<file path="src/rtl/sram6t_pkg.sv">
// rtl/sram6t_pkg.sv - shared types and default geometry for the 6T SRAM bank
//
// Purpose: FSM state encoding and default parameter values used by
//          sram6t_bank and sram6t_cell_array.
// Ports:   none (package).

package sram6t_pkg;

  typedef enum logic [1:0] {
    IDLE      = 2'd0,
    PRECHARGE = 2'd1,
    ACCESS    = 2'd2
  } state_t;

  localparam int DEF_DATA_W  = 4;
  localparam int DEF_ADDR_W  = 2;
  localparam int DEF_PRE_CYC = 1;

endpackage

</file>
<file path="src/rtl/sram6t_cell_array.sv">
// rtl/sram6t_cell_array.sv - DATA_W x DEPTH storage selected by one-hot wordline
//
// Purpose: behavioural cell array. One synchronous write port and one
//          combinational read port, both selected by the one-hot wordline.
//          No reset: contents survive bank reset.
// Ports:
//   clk    in   clock, write on rising edge
//   wl     in   DEPTH one-hot wordline (all-zero = no row selected)
//   we     in   write enable for the selected row
//   wdata  in   DATA_W write data
//   rdata  out  DATA_W data of the selected row (zero when no row selected)

module sram6t_cell_array
  import sram6t_pkg::*;
#(
  parameter int DATA_W = DEF_DATA_W,
  parameter int DEPTH  = 2 ** DEF_ADDR_W
) (
  input  logic              clk,
  input  logic [DEPTH-1:0]  wl,
  input  logic              we,
  input  logic [DATA_W-1:0] wdata,
  output logic [DATA_W-1:0] rdata
);

  logic [DATA_W-1:0] mem [DEPTH];

  always_ff @(posedge clk) begin
    for (int i = 0; i < DEPTH; i++) begin
      if (we && wl[i]) begin
        mem[i] <= wdata;
      end
    end
  end

  // Wired-OR of the selected row, as the shared bitlines would see it.
  always_comb begin
    rdata = '0;
    for (int i = 0; i < DEPTH; i++) begin
      if (wl[i]) begin
        rdata = rdata | mem[i];
      end
    end
  end

endmodule

</file>
<file path="src/rtl/sram6t_bank.sv">
// rtl/sram6t_bank.sv - single-port 6T SRAM bank with precharge/access sequencing
//
// Purpose: accepts one request at a time, precharges for PRE_CYC cycles,
//          fires the wordline for one ACCESS cycle, then writes the array or
//          registers the read data with a one-cycle rsp_valid pulse.
// Ports:
//   clk        in   clock
//   rst_n      in   asynchronous active-low reset
//   req_valid  in   request offered
//   req_ready  out  high only in IDLE
//   req_we     in   1 = write, 0 = read
//   req_addr   in   ADDR_W word address
//   req_wdata  in   DATA_W write data
//   rsp_valid  out  one-cycle read-data pulse
//   rsp_rdata  out  DATA_W read data, held until the next read completes
//   wl         out  DEPTH one-hot wordline, high only in ACCESS
//   pre_n      out  precharge strobe, low during PRECHARGE

module sram6t_bank
  import sram6t_pkg::*;
#(
  parameter int DATA_W  = DEF_DATA_W,
  parameter int ADDR_W  = DEF_ADDR_W,
  parameter int PRE_CYC = DEF_PRE_CYC
) (
  input  logic                  clk,
  input  logic                  rst_n,
  input  logic                  req_valid,
  output logic                  req_ready,
  input  logic                  req_we,
  input  logic [ADDR_W-1:0]     req_addr,
  input  logic [DATA_W-1:0]     req_wdata,
  output logic                  rsp_valid,
  output logic [DATA_W-1:0]     rsp_rdata,
  output logic [2**ADDR_W-1:0]  wl,
  output logic                  pre_n
);

  localparam int DEPTH = 2 ** ADDR_W;
  localparam int CNT_W = (PRE_CYC > 1) ? $clog2(PRE_CYC) : 1;

  if (PRE_CYC < 1) begin : g_bad_pre_cyc
    $error("sram6t_bank: PRE_CYC must be at least 1");
  end

  state_t              state, state_nxt;
  logic [CNT_W-1:0]    pre_cnt;
  logic                we_q;
  logic [ADDR_W-1:0]   addr_q;
  logic [DATA_W-1:0]   wdata_q;
  logic                accept;
  logic                pre_done;
  logic                arr_we;
  logic [DATA_W-1:0]   arr_rdata;

  assign req_ready = (state == IDLE);
  assign accept    = req_valid & req_ready;
  assign pre_done  = (pre_cnt == CNT_W'(PRE_CYC - 1));
  assign arr_we    = (state == ACCESS) & we_q;

  always_ff @(posedge clk or negedge rst_n) begin
    if (!rst_n) begin
      state <= IDLE;
    end else begin
      state <= state_nxt;
    end
  end

  always_comb begin
    state_nxt = state;
    wl        = '0;
    pre_n     = 1'b1;
    case (state)
      IDLE: begin
        if (accept) state_nxt = PRECHARGE;
      end
      PRECHARGE: begin
        pre_n = 1'b0;
        if (pre_done) state_nxt = ACCESS;
      end
      ACCESS: begin
        wl[addr_q] = 1'b1;
        state_nxt  = IDLE;
      end
      default: state_nxt = IDLE;
    endcase
  end

  // Counts cycles spent in PRECHARGE; cleared whenever we are elsewhere.
  always_ff @(posedge clk or negedge rst_n) begin
    if (!rst_n) begin
      pre_cnt <= '0;
    end else if (state == PRECHARGE) begin
      pre_cnt <= pre_cnt + 1'b1;
    end else begin
      pre_cnt <= '0;
    end
  end

  always_ff @(posedge clk or negedge rst_n) begin
    if (!rst_n) begin
      we_q    <= 1'b0;
      addr_q  <= '0;
      wdata_q <= '0;
    end else if (accept) begin
      we_q    <= req_we;
      addr_q  <= req_addr;
      wdata_q <= req_wdata;
    end
  end

  // Read data is registered at the edge ending ACCESS; writes leave it alone.
  always_ff @(posedge clk or negedge rst_n) begin
    if (!rst_n) begin
      rsp_valid <= 1'b0;
      rsp_rdata <= '0;
    end else begin
      rsp_valid <= (state == ACCESS) && !we_q;
      if ((state == ACCESS) && !we_q) begin
        rsp_rdata <= arr_rdata;
      end
    end
  end

  sram6t_cell_array #(
    .DATA_W (DATA_W),
    .DEPTH  (DEPTH)
  ) u_array (
    .clk   (clk),
    .wl    (wl),
    .we    (arr_we),
    .wdata (wdata_q),
    .rdata (arr_rdata)
  );

endmodule

</file>
<file path="config.mk">
export PLATFORM = sky130hd
export DESIGN_NAME = sram6t_bank
export DESIGN_NICKNAME = d
export VERILOG_FILES = /design/src/rtl/sram6t_pkg.sv /design/src/rtl/sram6t_cell_array.sv /design/src/rtl/sram6t_bank.sv
export SDC_FILE = /design/constraint.sdc
export NUM_CORES = 1
export LEC_CHECK = 0
export CAP_MARGIN = 5
export CORE_MARGIN = 2
export CORE_UTILIZATION = 32
export DETAILED_ROUTE_END_ITERATION = 10
export HOLD_SLACK_MARGIN = 0.15
export PLACE_DENSITY = 0.59
export SETUP_SLACK_MARGIN = 0.4
export SYNTH_ARGS = -nofsm -noshare
export SYNTH_HDL_FRONTEND = slang
export SYNTH_SLANG_ARGS = --single-unit
</file>
<file path="constraint.sdc">
create_clock -name clk -period 1.8 [get_ports clk]
set_input_delay 0.36 -clock clk [delete_from_list [all_inputs] [get_ports clk]]
set_output_delay 0.36 -clock clk [all_outputs]
set_load 0.005 [all_outputs]
</file>
======== Word level (Yosys, flattened, before mapping) ========
Memories as Yosys holds them, arrays and structs flattened.
Cells that the tools add are included.
cells by class
  order comparisons ....................... 2
  equal/unequal tests ..................... 4
  reduce and logical (&&, ||, !) cells .... 12
  bitwise operators ....................... 5
  $add $sub $neg .......................... 1
  multiplexer cells ....................... 29
operator list
  operator             count
  $mux 4               8
  $mux 1               14
  $or 4x4->4           3
  $reduce_or 4->1      3
  $mux 2               5
  $logic_and 1x1->1    6
  $pmux 2 s2           1
  $lt 2x3->1 const B   1
  $and 1x1->1          2
  $demux 1 s2          1
  $eq 2x1->1 const B   1
  $eq 2x2->1 const B   1
  $ge 2x1->1 const B   1
  $logic_not 2->1      1
  $ne 2x1->1 const B   1
  $ne 2x2->1 const B   1
  $reduce_and 2->1     1
  $add 1x1->1 const B  1
  $logic_not 1->1      1
storage, ports and cells
  input port bits ......................... 10
  register bits ........................... 15
  output and inout bits ................... 11
  memories kept ........................... 1
  memory bits (writable) .................. 16
memories
  name         depth  bits a word  rd ports  clocked after memory_dff  write ports  RTL line                 RTL
  u_array.mem  4      4            4         0                         1            sram6t_cell_array.sv:26  logic [DATA_W-1:0] mem [DEPTH];

======== Longest topological paths before layout ========
Gate-level depths: netlist of the first run.
  depth after elaboration ................. 12
  mapped depth ............................ 4
  mapped depth without buffers ............ 3

======== Modules after synthesis ========
Synthesis of the first run repeated with hierarchy kept, for this count alone.
second synthesis, totals
  cell total of the unflattened synthesis .. 73
  area, all modules ....................... 1,217.4 µm²
by module, submodules not included
  module             area each (µm²)  times used  cells each  sequential area each (µm²)
  sram6t_bank        630.6            1           41          375.4
  sram6t_cell_array  586.8            1           32          480.5

======== Worst setup path before layout of the first run ========
Ideal clock, no wire load.
  path type ............................... register to register
  start ................................... register state[0]
  end ..................................... memory u_array.mem[3][0] (netlist name), enable pin
  arrival ................................. 1.047 ns
  period minus slack after synthesis ...... 1.356 ns
  path buffers ............................ 1
  cell stages (with the launch flop) ...... 4
  slack ................................... 0.444 ns
  required time ........................... 1.491 ns
  setup time .............................. 0.309 ns
  cells stage by stage .................... dfrtp_1 -> and4b_1 -> clkbuf_1 -> and2_1
between the ends
  elaborated cells between the ends (all ways) .. 24
  classes of those cells .................. eq/ne: 1; mux: 15; bitwise: 1; reduce/logical: 7
RTL lines
  item                                               RTL line                 RTL
  start, declared                                    sram6t_bank.sv:46        state_t state, state_nxt;
  start signal, assigned                             sram6t_bank.sv:65        state <= state_nxt;
  $eq 2x2->1 *                                       sram6t_bank.sv:73        case (state)
  $mux 4 *                                           sram6t_bank.sv:73
  via wl[3]                                          sram6t_bank.sv:35        output logic [2**ADDR_W-1:0] wl,
  $logic_and 1x1->1 *                                sram6t_cell_array.sv:30  if (we && wl[i]) begin
  $mux 1 *                                           sram6t_cell_array.sv:30
  $mux 1 (not written as such) *                     sram6t_cell_array.sv:31  mem[i] <= wdata;
  $reduce_or 4->1 (no source line)                   --
  $mux 2 (no source line) or $mux 1 (tied branches)  --
  end, declared                                      sram6t_cell_array.sv:26
Mark *: on every way through the listed nets, which the timed path passes. The rest lies on a longest branch.

======== Worst setup path in the final report of the first run ========
  start ................................... register state[0]
  end ..................................... output port wl[0]
between the ends
  word-level cells in the longest chain between the ends .. 2
RTL lines
  item           RTL line
  $eq 2x2->1     sram6t_bank.sv:73
  $mux 4         sram6t_bank.sv:73
  end, declared  sram6t_bank.sv:35
No other way between the ends.

==> metrics, run 1 <==
unrepaired setup endpoints after global routing true; leakage power 0.705 nW; Final Worst Setup Slack 0.177 ns; Yosys top cell area share 0.409; clock-pin slew on the worst setup and hold paths 0.06 ns; crit-path max FO 3; average size of a mapped cell 16.5 um^2; Layout Skew 0.00625 ns; Syn-to-layout area delta 46.6%; Post-synth EDFFs 16; most frequent cells after synthesis 16 x edfxtp_1, 15 x dfrtp_1, 7 x mux2_2; antenna viol nets, final 0; htree depth 2; total track usage 0.134; DRC Markers 0; largest net degree at the start of global routing 16; MaxCap Viol Count 0; Crit. End Element output pin; reg2reg path depth 5; post-DP HPWL 1460 um; Initial Utilization 0.326; CTS buffer count 5; ant diodes 0; worst rel slew slack 0.686; Async S/R FF share, synth 0.484; filler cell count 327; final worst path period need 1.62 ns; vias in the first global route 805; period utilization 0.902; Clock Latency Late Sink 0.29 ns; row count 22; Least-Margin Pin Slew 0.469 ns; PortBufs 20; status finished, final reports clean; setup slack after placement 0.104 ns; Setup CP Type reg2out; die area 4170 um^2; Ports 21; routability cong. 0.733; fin area 1720 um^2; PwrDens 1620 nW/um^2; Cell Area, Synth 1170 um^2; max frequency 616 MHz; cell taking the most area after synthesis edfxtp_1; Worst R2R Setup Slack 0.26 ns; CTS tree yes; Post-Place Cell Area 1440 um^2; via/cell ratio 4.70; fin. max-slew vios 0; arrival time at the worst endpoint 1.26 ns; Worst Path Required 1.44 ns; GRT overflow 0; # setup viols final 0; reg2reg start state[0]$_DFFE_PN0P_; drt first pass iters 3; Wirelength per Cell 14.7 um; Seq cells post-synth 31; Synth Net Count 81; register area share after synthesis 0.728; Hold Fails Final Rpt 0; die width 64.6 um; peak supply drop 901 uV; core footprint 3610 um^2; CTS Root Cell clkbuf_8; Critical R2R Capture rsp_rdata[1]$_DFFE_PN0P_; setup tns final 0 ns; first-pass GRT wire length 3890 um; Nets 122; Syn. warnings 0; Top FF cell, synth edfxtp_1; layout cells sized above 1 0.496; synth top area cells edfxtp_1 41%, dfrtp_1 32%, mux2_2 6.7%; Yosys cell types 18; DR vias 757; clk buf depth 2; initial drt markers 21; Hold WC Path Type in2async; count leader, synth edfxtp_1; Cells after Synth 71; TritonCTS Sinks 31; die height 64.6 um; DRT Wirelength 2360 um; startpoint types flop; final core utilization 0.478; antenna violations before repair 0
==> metal layers <==
layer | vias up | wire [um] | GRT usage
met1 | 371 | 1020 | 0.152
met4 | 0 | 65 | 0.0798
met3 | 6 | 109 | 0.0538
li1 | 361 | - | -
met2 | 19 | 1160 | 0.212
met5 | - | 0 | 0
==> cells by family after synthesis <==
group,share of synthesized area
flops,0.728
simple gates,0.0937
compound gates,0.0916
mux,0.0671
buf+inv,0.0192
==> placed cells by master (no fill, tap or decap) <==
master	count
a221oi_2	4
a22oi_1	4
a2bb2oi_1	3
a2bb2oi_2	1
and2_2	1
and2_4	4
and4b_2	1
and4bb_2	2
buf_2	4
buf_4	14
buf_6	2
clkbuf_16	1
clkbuf_8	6
clkdlybuf4s15_2	2
clkdlybuf4s50_1	9
clkinv_1	1
clkinv_2	1
dfrtp_1	14
dfrtp_2	1
dlygate4sd2_1	5
edfxtp_1	16
inv_1	1
mux2_2	5
mux2_4	2
nand2b_4	2
nor2_1	3
nor2_4	1
nor3_4	1
o21bai_1	1
or3b_4	1
==> per-stage QoR <==
stage               cells  hold slack [ns]  power (mW)
global route          161            0.419        2.97
detailed placement    139            0.444        1.84
floorplan              71           0.0644        1.52
global placement      139            0.435        1.81
finish                161            0.391        2.79
CTS                   160            0.387        2.68
==> state kept, by name (all words and copies together), names as in the netlist <==
register / flops
addr_q: 2
pre_cnt: 1
rsp_rdata: 4
rsp_valid: 1
state: 2
u_array.mem: 16
wdata_q: 4
we_q: 1
==> report_power, final <==
group	total, mW	switching, mW	internal [mW]	leakage [nW]
registers	1.18	0.178	1.00	0.322
clock network	0.644	0.253	0.391	0.0594
logic	0.961	0.369	0.592	0.324
total	2.79	0.800	1.99	0.705
==> worst max-delay path, cell delays in order (launching register included) <==
cell and delay, ns:
dfrtp_1 0.42, buf_4 0.15, nand2b_4 0.14, nor3_4 0.12, buf_2 0.14
==> what timing repair did <==
item                       in CTS  in global routing
hold buffers                    0                  0
gates resized for setup        37                 16
buffers inserted               13                  1
pin swaps                       2                  7
setup endpoints to repair      22                 33
==> final cells by class <==
| cell class | instances | area [um^2] | share of cell area |
|---|---|---|---|
| timing repair buffer | 36 | 304 | 0.176 |
| inverter | 2 | 7.51 | 0.00436 |
| clock buffer | 7 | 108 | 0.0625 |
| sequential | 31 | 857 | 0.497 |
| multi-input combinational | 36 | 382 | 0.221 |
| clock inverter | 1 | 5.00 | 0.00290 |
| tap | 48 | 60.1 | 0.0349 |
==> how the worst max path moves through the flow <==
stage | startpoint | end | cells after the start
detailed placement | state[0]$_DFFE_PN0P_ | wl[2] | 2
global placement | state[0]$_DFFE_PN0P_ | wl[2] | 2
finish | state[0]$_DFFE_PN0P_ | wl[0] | 4
CTS | state[0]$_DFFE_PN0P_ | wl[1] | 3
global route | state[0]$_DFFE_PN0P_ | wl[0] | 4
floorplan | state[0]$_DFFE_PN0P_ | u_array.mem[3][0]$_DFFE_PP_ | 3
(Power assumes the default switching activity.)
==> inputs of run 2 (changes only) <==
- GPL_TIMING_DRIVEN: unset -> 0
- PLACE_DENSITY: 0.59 -> 0.61
==> run 2 against run 1 <==
Compared with the run above: critical path depth is 1 higher; via count increased by 0.40%; final cell count rose by 3.7%; maximum frequency shrank 3.5%; routed wire length increased by 2.5%; highest routed layer unchanged; clock power decreased by 22%; core utilization grew 1.3 points; global-route usage decreased by 0.12 points; hold slack improved by 0.060 ns; first-iteration DRC count unchanged; final area increased by 2.8%.
==> metrics, run 2 (synthesis results as in run 1) <==
die area 4170 um^2 (unchanged); WHS Endpoint pre_cnt$_DFF_PN0_; Reg area 860 um^2 (+0.29%); ant diodes 0 (unchanged); # setup viols final 0 (unchanged); routability cong. 0.667 (-9.0%); first-pass GRT wire length 4010 um (+3.0%); leading cell type in the layout, fill and taps excluded edfxtp_1; setup slack after placement -0.0377 ns (-0.142 ns); period utilization 0.935 (+0.0330); antenna viol nets, final 0 (unchanged); Hold WC Path Type reg2reg; TritonCTS Sinks 31 (unchanged); final core utilization 0.491 (+0.0132); startpoint types flop; status finished, final reports clean; Ports 21 (unchanged); Wirelength per Cell 14.5 um (-1.2%); cell mode on critical path buf_4; Setup CP Type reg2out; core footprint 3610 um^2 (unchanged); CTS Root Cell clkbuf_8; Final Worst Setup Slack 0.117 ns (-0.0595 ns); DRT Wirelength 2420 um (+2.5%); die width 64.6 um (unchanged); row count 22 (unchanged); CTS buffer count 5 (unchanged); peak supply drop 616 uV (-32%); vias in the first global route 836 (+3.9%); arrival time at the worst endpoint 1.32 ns (+0.06 ns); layout cells sized above 1 0.496 (about the same); clk buf depth 2 (unchanged); PortBufs 20 (unchanged); leakage power 0.725 nW (+2.8%); Regs by FF count u_array.mem x16, rsp_rdata x4, wdata_q x4; max frequency 594 MHz (-3.5%); DRC Markers 0 (unchanged); Multi-input gate area 374 um^2 (-2.0%); most frequent cells in the layout 16 x edfxtp_1, 13 x buf_4, 12 x dfrtp_1; filler cell count 323 (-1.2%); GRT overflow 0 (unchanged); MaxCap Viol Count 0 (unchanged); Worst Path Required 1.44 ns (about the same); total track usage 0.133 (-0.00122); clock-pin slew on the worst setup and hold paths 0.06 ns (about the same); largest register by flop count u_array.mem; Clock Latency Late Sink 0.28 ns (about the same); Critical R2R Capture wdata_q[3]$_DFFE_PN0P_; Initial Utilization 0.326 (unchanged); Syn-to-layout area delta 50.7%; CTS tree yes; Crit. End Element output pin; Post-Place Cell Area 1440 um^2 (unchanged); Least-Margin Pin Slew 0.661 ns (+0.191 ns); Largest register FFs 16 (unchanged); largest net degree at the start of global routing 16 (unchanged); CP delay by family, top buffers and inverters; Hold Fails Final Rpt 0 (unchanged); die height 64.6 um (unchanged); final worst path period need 1.68 ns (+0.0595 ns); antenna violations before repair 0 (unchanged); Layout Skew 0.00291 ns (-0.00334 ns); critical path's slowest cell dfrtp_2; Worst R2R Setup Slack 0.15 ns (-0.11 ns); Nets 128 (+4.9%); fin. max-slew vios 0 (unchanged); via/cell ratio 4.55 (-3.2%); Worst Path Buf+Inv 4 (+2); unrepaired setup endpoints after global routing true; post-layout power 2.80 mW (+0.44%); reg2reg start state[0]$_DFFE_PN0P_; crit-path max FO 5 (+2); crit path cell chain buf_4 > buf_6 > buf_4 > nor2_4 > buf_2; Max stage delay on crit path 0.44 ns (+0.02 ns); htree depth 2 (unchanged); reg2reg path depth 7 (+2); PwrDens 1580 nW/um^2 (-2.3%); fin area 1770 um^2 (+2.8%); worst hold path depth 1; hold_sp pre_cnt$_DFF_PN0_; setup tns final 0 ns (unchanged); DR vias 760 (+0.40%); initial drt markers 21 (unchanged); drt first pass iters 4 (+1); worst rel slew slack 0.558 (-0.128)
run 2: layout make-up:
class,count,share of cell area
clock buffer,7,0.0431
timing repair buffer,40,0.203
inverter,2,0.00424
buffer,2,0.0163
sequential,31,0.486
multi-input combinational,36,0.211
clock inverter,1,0.00283
tap,48,0.0339
run 2: worst max-delay path by stage:
stage / start / end / cells past startpoint
5_1_grt: state[0]$_DFFE_PN0P_ / req_ready / 5
4_1_cts: state[0]$_DFFE_PN0P_ / wl[3] / 4
3_3_place_gp: state[0]$_DFFE_PN0P_ / wl[3] / 3
2_1_floorplan: state[0]$_DFFE_PN0P_ / u_array.mem[3][0]$_DFFE_PP_ / 3
3_5_place_dp: state[0]$_DFFE_PN0P_ / wl[3] / 3
6_report: state[0]$_DFFE_PN0P_ / req_ready / 5
run 2: stage by stage:
| step | hold WS (ns) | cells |
|---|---|---|
| after global routing | 0.481 | 167 |
| after detailed placement | 0.447 | 139 |
| final | 0.450 | 167 |
| after floorplan | 0.0644 | 71 |
| after CTS | 0.449 | 163 |
| after global placement | 0.437 | 139 |
run 2: timing repair:
action | in CTS | in global routing
endpoints found under the setup margin | 23 | 30
buffers inserted | 16 | 4
pin swaps | 2 | 8
hold buffers | 0 | 0
gates resized for setup | 46 | 18
run 2: power breakdown:
part / internal (mW) / switching, mW / total, mW
sequential: 1.01 / 0.185 / 1.20
clock: 0.270 / 0.232 / 0.502
combinational: 0.705 / 0.398 / 1.10
total: 1.99 / 0.815 / 2.80
run 2: metal layers:
layer,vias to the layer above,part of all wire,global-route usage
li1,363,-,-
met1,372,0.42,0.148
met2,18,0.51,0.214
met3,7,0.040,0.0521
met4,0,0.029,0.0798
met5,-,0,0
run 2: worst reg2reg max path: stages (launching register included):
cell and delay [ns]:
dfrtp_2 0.44, buf_4 0.15, buf_6 0.11, buf_4 0.13, nor2_4 0.09, and2_4 0.15
buf_8 0.13, mux2_2 0.33
==> inputs of run 3 (changes only) <==
- PLACE_DENSITY: 0.61 -> unset
==> run 3 against run 2 <==
Compared with the run above: global-route usage fell by 0.28 points; critical path type unchanged; non-clock buffer count rose by 4; largest power group is now combinational cells; critical endpoint is now wl[3]; sequential share of layout area fell by 1.7 points; count of clock-buffer cells in the layout rose by 1; core utilization rose by 1.6 points; register-to-register slack improved by 0.10 ns; die area did not move; first-iteration DRC count rose by 24%; highest routed layer unchanged; sequential power barely moved; clock power barely moved.
==> metrics, run 3 (synthesis results as in run 1) <==
fin area 1830 um^2 (+3.3%); worst setup path start state[0]$_DFFE_PN0P_; Syn-to-layout area delta 55.6%; Worst Path Required 1.44 ns (about the same); arrival time at the worst endpoint 1.30 ns (-0.02 ns); die width 64.6 um (unchanged); worst rel slew slack 0.533 (-0.0252); leakage power 0.758 nW (+4.5%); GRT overflow 0 (unchanged); hold_sp pre_cnt$_DFF_PN0_; CP delay by family, top flip-flops; via/cell ratio 4.69 (+3.1%); layout cells sized above 1 0.520 (+0.0245); Multi-input gate area 412 um^2 (+10%); unrepaired setup endpoints after global routing true; TritonCTS Sinks 31 (unchanged); setup slack after placement -0.0427 ns (-0.00505 ns); filler cell count 309 (-4.3%); Clock Latency Late Sink 0.28 ns (about the same); die area 4170 um^2 (unchanged); first-pass GRT wire length 3740 um (-6.7%); critical path's slowest cell dfrtp_2; reg2reg start state[0]$_DFFE_PN0P_; period utilization 0.925 (-0.0100); MaxCap Viol Count 0 (unchanged); largest register by flop count u_array.mem; fin. max-slew vios 0 (unchanged); peak supply drop 887 uV (+44%); Worst Path Buf+Inv 3 (-1); PortBufs 20 (unchanged); Reg area 857 um^2 (-0.29%); DRT Wirelength 2530 um (+4.3%); most frequent cells in the layout 17 x buf_4, 16 x edfxtp_1, 14 x dfrtp_1; drt first pass iters 4 (unchanged); vias in the first global route 765 (-8.5%); die height 64.6 um (unchanged); clk buf depth 2 (unchanged); PwrDens 1590 nW/um^2 (+0.28%); CTS Hold Bufs 0 (unchanged); Initial Utilization 0.326 (unchanged); Least-Margin Pin Slew 0.698 ns (+0.0377 ns); CTS Root Cell clkbuf_8; Hold WC Path Type reg2reg; # setup viols final 0 (unchanged); CTS tree yes; Ports 21 (unchanged); Largest register FFs 16 (unchanged); Final Worst Setup Slack 0.135 ns (+0.0181 ns); Wirelength per Cell 14.8 um (+1.9%); antenna viol nets, final 0 (unchanged); Max stage delay on crit path 0.43 ns (about the same); max frequency 601 MHz (+1.1%); DR vias 802 (+5.5%); CTS buffer count 5 (unchanged); Layout Skew 0.00510 ns (+0.00219 ns); core footprint 3610 um^2 (unchanged); crit path cell chain buf_6 > and4b_1 > clkbuf_8 > buf_6; status finished, final reports clean; crit-path max FO 3 (-2); Regs by FF count u_array.mem x16, rsp_rdata x4, wdata_q x4; htree depth 2 (unchanged); antenna violations before repair 0 (unchanged); initial drt markers 26 (+24%); Setup CP Type reg2out; total track usage 0.130 (-0.00284); clock-pin slew on the worst setup and hold paths 0.06 ns (about the same); DRC Markers 0 (unchanged); largest net degree at the start of global routing 16 (unchanged); final worst path period need 1.66 ns (-0.0181 ns); row count 22 (unchanged); startpoint types flop; hold slack 0.444 ns (-0.00667 ns); cell mode on critical path buf_6; Post-Place Cell Area 1440 um^2 (unchanged); Crit. End Element output pin; Hold Fails Final Rpt 0 (unchanged); Nets 132 (+3.1%); routability cong. 0.714 (+7.0%); final core utilization 0.507 (+0.0160); leading cell type in the layout, fill and taps excluded buf_4; ant diodes 0 (unchanged)
-- run 3: changes by cell type in the layout (fill, tap and decap cells not counted), moves of 2 or more --
cell and change:
buf_4 +4, dfrtp_1 +2, dfrtp_2 -2, mux2_2 -2
mux2_4 +2
-- run 3: final timing paths --
path	end	slack, ns	depth (start not counted)
setup / recovery	wl[3]	0.14	4
setup reg to reg	u_array.mem[3][1]$_DFFE_PP_	0.25	5
max in group asynchronous	state[0]$_DFFE_PN0P_	0.81	1
hold reg to reg	state[1]$_DFFE_PN0P_	0.44	1
hold / removal	state[1]$_DFFE_PN0P_	0.44	1
min in group asynchronous	rsp_rdata[0]$_DFFE_PN0P_	0.50	1
-- run 3: metal layers --
metal | GRT usage | wire (um)
met1 | 0.145 | 1020
met2 | 0.214 | 1330
met3 | 0.0538 | 126
met4 | 0.0638 | 51
met5 | 0 | 0
-- run 3: per-stage QoR --
stage,std cells,setup TNS (ns),total power [mW]
3_3_place_gp,139,-0.0113,1.81
4_1_cts,167,0,2.66
2_1_floorplan,71,0,1.52
3_5_place_dp,139,-0.0427,1.84
6_report,171,0,2.90
5_1_grt,171,0,3.07
-- run 3: area by class of cell --
| type | instances | share of cell area |
|---|---|---|
| timing repair buffer | 44 | 0.209 |
| inverter | 2 | 0.00411 |
| tap | 48 | 0.0329 |
| multi-input combinational | 36 | 0.225 |
| clock buffer | 8 | 0.0438 |
| buffer | 2 | 0.0157 |
| sequential | 31 | 0.469 |
-- run 3: power breakdown --
group | leakage (nW) | internal (mW) | switching, mW
sequential | 0.322 | 1.01 | 0.172
clock | 0.0395 | 0.274 | 0.225
combinational | 0.396 | 0.769 | 0.455
-- run 3: timing repair --
action	CTS	global route
setup buffers	20	4
resized for setup	50	19
pin swaps	4	6
endpoints found under the setup margin	23	33
